[config.mk]
export PLATFORM = sky130hd
export DESIGN_NAME = imm_gen_pipe
export DESIGN_NICKNAME = d
export VERILOG_FILES = /design/src/rtl/imm_gen_pipe.sv
export SDC_FILE = /design/constraint.sdc
export NUM_CORES = 1
export LEC_CHECK = 0
export CELL_PAD_IN_SITES_DETAIL_PLACEMENT = 0
export CELL_PAD_IN_SITES_GLOBAL_PLACEMENT = 1
export CORE_ASPECT_RATIO = 1.75
export CORE_MARGIN = 2
export CORE_UTILIZATION = 38
export DETAILED_ROUTE_END_ITERATION = 6
export PLACE_DENSITY = 0.78
export SLEW_MARGIN = 10
export SYNTH_ARGS = -nofsm -noshare
export SYNTH_HDL_FRONTEND = slang
export SYNTH_SLANG_ARGS = --single-unit
[constraint.sdc]
create_clock -name clk -period 1.84 [get_ports clk]
set_input_delay 0.184 -clock clk [delete_from_list [all_inputs] [get_ports clk]]
set_output_delay 0.184 -clock clk [all_outputs]
set_load 0.02 [all_outputs]
[src/rtl/imm_gen_pipe.sv]
// Registered immediate generator for the decode stage, valid/ready with a 2-entry skid buffer.
// Optional CSR immediate decode (zimm / CSR address) is enabled by defining IMM_GEN_ZICSR_EN.
module imm_gen_pipe #(
    parameter int XLEN  = 32,
    parameter int TAG_W = 32
) (
    input  logic             clk,
    input  logic             rst_n,
    input  logic             flush,
    input  logic             in_valid,
    output logic             in_ready,
    input  logic [31:0]      in_inst,
    input  logic [TAG_W-1:0] in_tag,
    output logic             out_valid,
    input  logic             out_ready,
    output logic [XLEN-1:0]  out_imm,
    output logic [2:0]       out_fmt,
    output logic [TAG_W-1:0] out_tag
);

    localparam logic [2:0] FMT_NONE = 3'd0;
    localparam logic [2:0] FMT_I    = 3'd1;
    localparam logic [2:0] FMT_S    = 3'd2;
    localparam logic [2:0] FMT_B    = 3'd3;
    localparam logic [2:0] FMT_U    = 3'd4;
    localparam logic [2:0] FMT_J    = 3'd5;
    localparam logic [2:0] FMT_Z    = 3'd6;

    // Every format places its sign at bit 31 of a 32-bit image, so one signed cast extends to XLEN.
    function automatic logic [XLEN+2:0] decode(input logic [31:0] inst);
        logic [31:0]     imm32_s;
        logic [XLEN-1:0] immx_s;
        logic [2:0]      fmt_s;
        imm32_s = 32'd0;
        fmt_s   = FMT_NONE;
        case (inst[6:0])
            7'b0000011, 7'b0010011, 7'b1100111: begin
                fmt_s   = FMT_I;
                imm32_s = {{20{inst[31]}}, inst[31:20]};
            end
            7'b0011011: begin
                if (XLEN == 64) begin
                    fmt_s   = FMT_I;
                    imm32_s = {{20{inst[31]}}, inst[31:20]};
                end else begin
                    fmt_s   = FMT_NONE;
                    imm32_s = 32'd0;
                end
            end
            7'b0100011: begin
                fmt_s   = FMT_S;
                imm32_s = {{20{inst[31]}}, inst[31:25], inst[11:7]};
            end
            7'b1100011: begin
                fmt_s   = FMT_B;
                imm32_s = {{19{inst[31]}}, inst[31], inst[7], inst[30:25], inst[11:8], 1'b0};
            end
            7'b0110111, 7'b0010111: begin
                fmt_s   = FMT_U;
                imm32_s = {inst[31:12], 12'd0};
            end
            7'b1101111: begin
                fmt_s   = FMT_J;
                imm32_s = {{11{inst[31]}}, inst[31], inst[19:12], inst[20], inst[30:21], 1'b0};
            end
`ifdef IMM_GEN_ZICSR_EN
            7'b1110011: begin
                if (inst[14]) begin
                    fmt_s   = FMT_Z;
                    imm32_s = {27'd0, inst[19:15]};
                end else begin
                    fmt_s   = FMT_I;
                    imm32_s = {{20{inst[31]}}, inst[31:20]};
                end
            end
`endif
            default: begin
                fmt_s   = FMT_NONE;
                imm32_s = 32'd0;
            end
        endcase
        immx_s = XLEN'($signed(imm32_s));
        return {fmt_s, immx_s};
    endfunction

    logic             out_valid_r, skid_valid_r;
    logic [XLEN-1:0]  out_imm_r, skid_imm_r;
    logic [2:0]       out_fmt_r, skid_fmt_r;
    logic [TAG_W-1:0] out_tag_r, skid_tag_r;

    logic [XLEN-1:0]  dec_imm_s;
    logic [2:0]       dec_fmt_s;
    logic             accept_s, out_free_s, move_s, load_out_s, load_skid_s;
    logic             out_valid_nxt_s, skid_valid_nxt_s;

    // Decode the offered instruction word.
    always_comb begin
        {dec_fmt_s, dec_imm_s} = decode(in_inst);
    end

    // Handshake control; the skid only fills while the output register is full and stalled.
    always_comb begin
        accept_s         = in_valid && !skid_valid_r;
        out_free_s       = !out_valid_r || out_ready;
        move_s           = out_free_s && skid_valid_r && !flush;
        load_out_s       = out_free_s && accept_s && !flush;
        load_skid_s      = !out_free_s && accept_s && !flush;
        out_valid_nxt_s  = out_valid_r;
        skid_valid_nxt_s = skid_valid_r;
        if (flush) begin
            out_valid_nxt_s  = 1'b0;
            skid_valid_nxt_s = 1'b0;
        end else if (out_free_s) begin
            out_valid_nxt_s  = skid_valid_r || accept_s;
            skid_valid_nxt_s = 1'b0;
        end else begin
            out_valid_nxt_s  = 1'b1;
            skid_valid_nxt_s = skid_valid_r || accept_s;
        end
    end

    // Valid bits.
    always_ff @(posedge clk or negedge rst_n) begin
        if (!rst_n) begin
            out_valid_r  <= 1'b0;
            skid_valid_r <= 1'b0;
        end else begin
            out_valid_r  <= out_valid_nxt_s;
            skid_valid_r <= skid_valid_nxt_s;
        end
    end

    // Data registers load only on accept or on a skid-to-output move.
    always_ff @(posedge clk or negedge rst_n) begin
        if (!rst_n) begin
            out_imm_r  <= '0;
            out_fmt_r  <= 3'd0;
            out_tag_r  <= '0;
            skid_imm_r <= '0;
            skid_fmt_r <= 3'd0;
            skid_tag_r <= '0;
        end else begin
            if (move_s) begin
                out_imm_r <= skid_imm_r;
                out_fmt_r <= skid_fmt_r;
                out_tag_r <= skid_tag_r;
            end else if (load_out_s) begin
                out_imm_r <= dec_imm_s;
                out_fmt_r <= dec_fmt_s;
                out_tag_r <= in_tag;
            end else begin
                out_imm_r <= out_imm_r;
                out_fmt_r <= out_fmt_r;
                out_tag_r <= out_tag_r;
            end
            if (load_skid_s) begin
                skid_imm_r <= dec_imm_s;
                skid_fmt_r <= dec_fmt_s;
                skid_tag_r <= in_tag;
            end else begin
                skid_imm_r <= skid_imm_r;
                skid_fmt_r <= skid_fmt_r;
                skid_tag_r <= skid_tag_r;
            end
        end
    end

    assign in_ready  = !skid_valid_r;
    assign out_valid = out_valid_r;
    assign out_imm   = out_imm_r;
    assign out_fmt   = out_fmt_r;
    assign out_tag   = out_tag_r;

endmodule

==> Word-level counts from Yosys, hierarchy flattened <==
Cells that the tools add are included.
{ "word_totals": {"register_bits": 136, "input_bits": 69, "out_inout_bits": 69, "wordCells": 44} }
{ "op_classes": {"eq_ne": 8, "muxes": 12, "reduce_logical": 16} }
{ "ops": {"columns": ["cell", "count"], "rows": [
  ["32-bit one-hot mux with 5 select lines", 1],
  ["32-bit 2-to-1 mux", 4],
  ["7-bit == test (second input constant)", 3],
  ["3-bit one-hot mux with 5 select lines", 1],
  ["7-bit by 5-bit == test with 1-bit output (second input constant)", 2],
  ["7-bit by 6-bit == test with 1-bit output (second input constant)", 2],
  ["7-bit by 2-bit == test with 1-bit output (second input constant)", 1],
  ["1-bit logical AND", 7],
  ["3-bit 2-to-1 mux", 2],
  ["1-bit zero test", 4],
  ["1-bit 2-to-1 mux", 4],
  ["3-bit OR reduction", 1],
  ["1-bit logical OR", 2],
  ["2-bit nonzero test", 1],
  ["2-bit OR reduction", 1]
]} }

==> Logic depth before layout (Yosys ltp) <==
Gate-level depths: netlist (run 1).
{ "logic_depth": {"depth_word": 6, "ltp_mapped": 7, "ltp_nobuf": 4} }

==> Worst setup path before layout (run 1) <==
Ideal clock, no wire load.
{ "synth_path": {"kind": "register to register", "startpoint": "register out_valid_r, in the netlist out_valid", "endpoint": "register out_imm_r[20], in the netlist out_imm[20]", "setup_time_ps": 128, "arrival_ps": 1553, "required_time_ps": 1712, "path_slack_ps": 159, "path_stages_with_launch": 7, "n_path_buf": 2, "period_less_slack_ps": 1681, "cell_sequence": "dfrtp_1 > nor2b_1 > or3_1 > buf_2 > buf_2 > nor3_1 > a211oi_2"} }
{ "synth_between": {"elab_chain_len": 5, "elab_cells_between_ends": 8, "cone_classes": "mux (1); reduce/logical (7)"} }
{ "synth_rtl": {"columns": ["item", "line", "text"], "rows": [
  ["start, declared", "86", "logic out_valid_r, skid_valid_r;"],
  ["start signal, assigned", "128", "out_valid_r <= out_valid_nxt_s;"],
  ["1-bit zero test (*)", "104", "out_free_s = !out_valid_r || out_ready;"],
  ["1-bit logical OR (*)", "104", null],
  ["1-bit logical AND, on equally long branches (2 in series)", "105, 106", null],
  ["32-bit 2-to-1 mux or 2-bit nonzero test (tied branches)", null, null],
  ["end signal, assigned", "144", "out_imm_r <= skid_imm_r;"],
  ["end signal, assigned", "148", "out_imm_r <= dec_imm_s;"],
  ["end signal, assigned", "152", "out_imm_r <= out_imm_r;"],
  ["end, declared", "87", "logic [XLEN-1:0] out_imm_r, skid_imm_r;"]
]} }
Mark *: on every way between the ends. The rest lies on a longest branch, timed or not.
A chain may end at the register's enable or synchronous reset.

==> Worst setup path in the final report (run 1) <==
{ "layout_path": {"startpoint": "register out_valid_r, in the netlist out_valid", "endpoint": "register skid_imm_r[15]"} }
{ "layout_between": {"elab_chain_len": 5} }
{ "layout_rtl": {"columns": ["item", "line", "text"], "rows": [
  ["1-bit zero test", "104", null],
  ["1-bit logical OR", "104", null],
  ["1-bit zero test", "107", "load_skid_s = !out_free_s && accept_s && !flush;"],
  ["1-bit logical AND (2 in series)", "107", null],
  ["end signal, assigned", "157", "skid_imm_r <= dec_imm_s;"],
  ["end signal, assigned", "161", "skid_imm_r <= skid_imm_r;"],
  ["end, declared", "87", null]
]} }
Every way passes these cells.

==> results of run 1 <==
cells by family after synthesis:
logic type	count (synthesis)	share of synthesized area, %
compound gates	182	20.32
buf+inv	52	3.840
flops	136	56.45
mux	1	0.1868
simple gates	269	19.20
synthesized netlist by cell type, drive strengths merged (16+ instances only):
| cell | number | area, µm² |
|---|---|---|
| dfrtp | 136 | 3403 |
| clkbuf | 22 | 82.58 |
| o22ai | 35 | 232.7 |
| a211oi | 17 | 177.7 |
| nor2 | 33 | 123.9 |
| a21oi | 16 | 80.08 |
| nand2 | 187 | 701.9 |
| o21ai | 61 | 305.3 |
| buf | 27 | 137.6 |
| nor3 | 25 | 146.4 |
| o211ai | 20 | 150.1 |
critical path: cells and delay by family (launching register included):
kind | cells | cell delay (ns)
flip-flops | 1 | 0.40
buffers and inverters | 1 | 0.18
AND/OR/NAND/NOR | 3 | 0.83
AO/OA/AOI/OAI | 1 | 0.14
worst max-delay path by stage:
stage	startpoint	endpoint	slack [ns]	cells past startpoint
floorplan	out_valid	out_imm[20]	0.16	6
global placement	in_inst[6]	out_imm[16]	-0.11	6
detailed placement	in_inst[6]	out_imm[2]	-0.20	6
CTS	out_valid	skid_imm_r[15]	0.14	5
global route	out_valid	skid_imm_r[16]	0.05	5
finish	out_valid	skid_imm_r[15]	0.13	5
registers in the layout, indices dropped and copies added, names as in the netlist:
| signal | cells |
|---|---|
| out_valid | 1 |
| skid_fmt_r | 3 |
| out_fmt | 3 |
| out_tag | 32 |
| skid_tag_r | 32 |
| out_imm | 32 |
| skid_imm_r | 32 |
| skid_valid_r | 1 |
power by group:
group          internal [mW]  switching, mW
Combinational          0.763          0.815
Sequential              3.41          0.242
Clock                   2.03           1.28
routing by layer:
layer	routed length [µm]	track usage (%)	vias to the layer above
li1	-	-	2586
met1	6826	24.08	2642
met2	9697	38.90	158
met3	725	4.330	22
met4	314	7.862	0
met5	0	0	-
repair_timing:
item,in CTS,in global routing
endpoints found under the setup margin,1,0
hold buffers,1,0
endpoints found under the hold margin,40,0
gates resized for setup,1,0
cell type report:
type                    count  area, µm²  area share, %
repair buffers            199       1902          22.22
well taps                 186      232.7          2.719
clock inverters            11      125.1          1.462
clock buffers              20      446.7          5.219
inverters                   3      11.26         0.1316
flip-flops and latches    136       3403          39.76
multi-input cells         452       2439          28.49
==> summary.txt, run 1 <==
H-tree depth - 4
GPL Wtd Cong - 0.8384
GRT overflow - 0
layout cell share with drive strength beyond 1 - 14.13%
worst min-delay path category - in2async
first-pass GRT wire length - 28550 µm
Layout Utilization - 55.35%
starting density of the core - 38.98%
Max VDD drop - 0.4525 mV
run status - complete, no violations
worst slew pin tran - 0.5924 ns
die area - 16930 µm²
Placed Area - 7979 µm²
I/O pin count - 138
CP max stage cell - nor2_1
worst reg2reg startpoint - out_valid
startpoint types - flip-flop
setup_tns - 0 ns
clock skew - 0.01440 ns
Pins Over Slew Limit - 0
vias in the first global route - 5665
HPWL after detailed placement - 12480 µm
synthesized area per cell - 9.419 µm²
EDFF count, synth - 0
Synth Cell Area - 6028 µm²
fin crit share - 92.96%
IO buf count - 137
Setup Viol. Count Final - 0
post-route antenna net violation count - 0
Area growth syn-to-layout - 41.99%
Die H - 170.6 µm
R2R Path End - skid_imm_r[15]
Distinct cells, synth - 43
Power Density - 996.5 nW/µm²
Top FF cell, synth - dfrtp_1
# nets final - 878
commonest cells after routing, fill and taps aside - nand2_1 (187), dfrtp_1 (136), clkdlybuf4s50_1 (135)
final critical-path setup slack - 0.1296 ns
clk buf depth - 2
fill cell count - 1405
drt initial violations - 195
# Post-CTS Setup Buffers - 0
largest net degree at the start of global routing - 55
most common cell after layout, fill and taps aside - nand2_1
die width - 99.21 µm
Clock Sinks - 136
DR WL/cell - 17.44 µm
Finished Layout Cells - 1007
CTS tree - yes
Skew-Pair Late Insertion Delay - 0.41 ns
WP data required - 2.10 ns
crit path kind - reg2reg
register bit total from synthesis - 136
Max-slew headroom - 60.36%
register area share after synthesis - 56.45%
Hold Violations, Final - 0
vias - 5408
row cnt - 60
register-to-register setup slack - 0.13 ns
Core Box Area - 15460 µm²
initial antenna violation count - 0
DR vias/cell - 5.370
MaxCap Viol Count - 0
minimum clock period - 1.710 ns
fmax - 0.5847 GHz
Remaining DRCs - 0
placed insts - 975
Total Wirelength - 17560 µm
Worst path max stage delay - 0.47 ns
RSZ-0062 raised after global routing - false
Reg2Reg Depth - 5
final instance area - 8559 µm²
PnR Total Power - 8.530 mW
Post-synth ARST share - 100.0%
gr usage total - 21.24%
Ys Warns - 0
WHS - 0.2559 ns
First-pass DRT Iterations - 5
CP Cell Sequence - nor2b_1 -> buf_4 -> nand3_4 -> nor2_1 -> a21oi_1
post-synthesis cell count - 640
CTS Buf Count - 17
critical path arrival - 1.97 ns
crit path capture type - flip-flop
Static Leak - 3.720 nW
worst-path maximum fanout - 8
Reg clk slew, reported paths - 0.06 ns
CTS root buf - clkbuf_16
Synthesized Nets - 709
pre-CTS setup slack - -0.1991 ns
number of diodes - 0
(Power assumes the default switching activity.)
==> run 2, diff against run 1 <==
--- a/config.mk
+++ b/config.mk
@@ -9,10 +9,11 @@
 export CELL_PAD_IN_SITES_GLOBAL_PLACEMENT = 1
 export CORE_ASPECT_RATIO = 1.75
 export CORE_MARGIN = 2
-export CORE_UTILIZATION = 38
+export CORE_UTILIZATION = 39
+export CTS_BUF_LIST = sky130_fd_sc_hd__clkbuf_8
 export DETAILED_ROUTE_END_ITERATION = 6
-export PLACE_DENSITY = 0.78
-export SLEW_MARGIN = 10
+export PLACE_DENSITY = 0.8
 export SYNTH_ARGS = -nofsm -noshare
 export SYNTH_HDL_FRONTEND = slang
 export SYNTH_SLANG_ARGS = --single-unit
+export TNS_END_PERCENT = 1
==> summary.txt, run 2 (synthesis results as in run 1) <==
run status - complete, no violations (unchanged)
Most Crowded Layer GR - met2 (unchanged)
CTS Buf Count - 17 (unchanged)
Area growth syn-to-layout - 38.90% (was 41.99%)
MaxCap Viol Count - 0 (unchanged)
Skew-Pair Late Insertion Delay - 0.44 ns (was 0.41 ns)
most common cell after layout, fill and taps aside - nand2_1 (unchanged)
Pins Over Slew Limit - 0 (unchanged)
Die H - 168.5 µm (was 170.6 µm)
WP data required - 1.66 ns (was 2.10 ns)
I/O pin count - 138 (unchanged)
Static Leak - 3.623 nW (was 3.720 nW)
layout cell share with drive strength beyond 1 - 13.32% (was 14.13%)
die width - 97.98 µm (was 99.21 µm)
clock skew - 0.01291 ns (was 0.01440 ns)
CTS tree - yes (unchanged)
crit path kind - reg2out (was reg2reg)
met3 usage - 4.335% (was 4.330%)
RSZ-0062 raised after global routing - false (unchanged)
IO buf count - 137 (unchanged)
Remaining DRCs - 0 (unchanged)
minimum clock period - 1.650 ns (was 1.710 ns)
buffers and inverters on the worst path - 1 (unchanged)
GR Layer Usage met1 - 24.38% (was 24.08%)
Crit path max-delay family - buffers and inverters (was simple AND/OR/NAND/NOR gates)
worst min-delay path category - in2async (unchanged)
Clock Sinks - 136 (unchanged)
fin crit share - 89.67% (was 92.96%)
GPL Wtd Cong - 0.8819 (was 0.8384)
critical path arrival - 1.47 ns (was 1.97 ns)
initial antenna violation count - 0 (unchanged)
First-pass DRT Iterations - 4 (was 5)
commonest cells after routing, fill and taps aside - nand2_1 (187), dfrtp_1 (136), clkdlybuf4s50_1 (135) (unchanged)
worst slew pin tran - 0.5296 ns (was 0.5924 ns)
H-tree depth - 4 (unchanged)
fmax - 0.6061 GHz (was 0.5847 GHz)
Power Density - 926.2 nW/µm² (was 996.5 nW/µm²)
row cnt - 60 (unchanged)
DR WL/cell - 17.24 µm (was 17.44 µm)
starting density of the core - 39.56% (was 38.98%)
Hold Violations, Final - 0 (unchanged)
Setup Viol. Count Final - 0 (unchanged)
# Post-CTS Setup Buffers - 0 (unchanged)
GRT overflow - 0 (unchanged)
startpoint types - flip-flop (unchanged)
gr usage total - 21.78% (was 21.24%)
vias - 5397 (was 5408)
crit path capture type - output port (was flip-flop)
Max VDD drop - 0.4845 mV (was 0.4525 mV)
Worst path max stage delay - 0.62 ns (was 0.47 ns)
met2 Resource Use GR - 40.17% (was 38.90%)
clk buf depth - 2 (unchanged)
vias in the first global route - 5735 (was 5665)
post-route antenna net violation count - 0 (unchanged)
worst-path maximum fanout - 3 (was 8)
CTS root buf - clkbuf_8 (was clkbuf_16)
PnR Total Power - 7.755 mW (was 8.530 mW)
number of diodes - 0 (unchanged)
Reg clk slew, reported paths - 0.08 ns (was 0.06 ns)
Layout Utilization - 54.94% (was 55.35%)
CP Cell Sequence - clkdlybuf4s50_1 (was nor2b_1 -> buf_4 -> nand3_4 -> nor2_1 -> a21oi_1)
HPWL after detailed placement - 12470 µm (was 12480 µm)
Core Box Area - 15240 µm² (was 15460 µm²)
DR vias/cell - 5.413 (was 5.370)
# nets final - 868 (was 878)
Total Wirelength - 17190 µm (was 17560 µm)
largest net degree at the start of global routing - 57 (was 55)
drt initial violations - 281 (was 195)
die area - 16510 µm² (was 16930 µm²)
first-pass GRT wire length - 28920 µm (was 28550 µm)
Max-slew headroom - 64.64% (was 60.36%)
CP max stage cell - clkdlybuf4s50_1 (was nor2_1)
[run 2: changes by cell type in the layout (fill, tap and decap cells not counted), moves of 2 or more]
cell	previous run	this run
clkbuf_16	17	0
clkbuf_8	1	18
buf_4	56	42
buf_12	5	9
clkbuf_1	2	0
[run 2: repair_timing]
item,4_1_cts,5_1_grt
gates resized for setup,0,2
hold buffers,1,0
hold endpoints to repair,136,0
endpoints found under the setup margin,0,7
[run 2: routing by layer]
layer  wire length (µm)  part of all wire, %  up-vias
li1                   -                    -     2557
met1               6542                   38     2639
met2               9416                   55      168
met3                761                  4.4       33
met4                467                  2.7        0
met5                  0                    0        -
[run 2: worst paths after layout]
check,endpoint,startpoint,cells past startpoint,slack [ns]
setup / recovery,out_valid,out_valid,1,0.19
hold / removal,out_imm[29],rst_n,2,0.18
setup reg to reg,out_fmt[2],out_valid,6,0.20
hold reg to reg,skid_tag_r[12],skid_tag_r[12],2,0.48
max in group asynchronous,skid_fmt_r[0],rst_n,3,1.07
min in group clk,skid_tag_r[19],in_tag[19],3,0.30
[run 2: stage by stage]
step           setup slack (ns)  hold WS [ns]  area [µm²]  TNS (ns)  instances
5_1_grt                 0.08750        0.1835        8373         0        997
6_report                 0.1902        0.1762        8373         0        997
3_5_place_dp            -0.1676       0.08153        7954    -5.238        965
3_3_place_gp            -0.1344       0.07486        7954    -2.352        965
4_1_cts                 0.03225        0.1756        8368         0        997
2_1_floorplan            0.1591       -0.1116        6028         0        640
[run 2: final cells by class]
cell class | count | area [µm²]
clock inverters | 13 | 156.4
fillers | 1398 | 6867
inverters | 3 | 11.26
flip-flops and latches | 136 | 3403
repair buffers | 189 | 1881
clock buffers | 18 | 247.7
well taps | 186 | 232.7
multi-input cells | 452 | 2441
[run 2: report_power, final]
group / switching [mW] / total [mW] / internal (mW)
Combinational: 0.812 / 1.57 / 0.761
Sequential: 0.254 / 3.66 / 3.40
Clock: 1.17 / 2.53 / 1.36
==> run 3, diff against run 2 <==
--- a/config.mk
+++ b/config.mk
@@ -12,7 +12,9 @@
 export CORE_UTILIZATION = 39
 export CTS_BUF_LIST = sky130_fd_sc_hd__clkbuf_8
 export DETAILED_ROUTE_END_ITERATION = 6
+export GPL_TIMING_DRIVEN = 1
 export PLACE_DENSITY = 0.8
+export SLEW_MARGIN = 0
 export SYNTH_ARGS = -nofsm -noshare
 export SYNTH_HDL_FRONTEND = slang
 export SYNTH_SLANG_ARGS = --single-unit
==> results of run 3 <==
No change in the layout: final DEF, timing and power equal those of run 2.
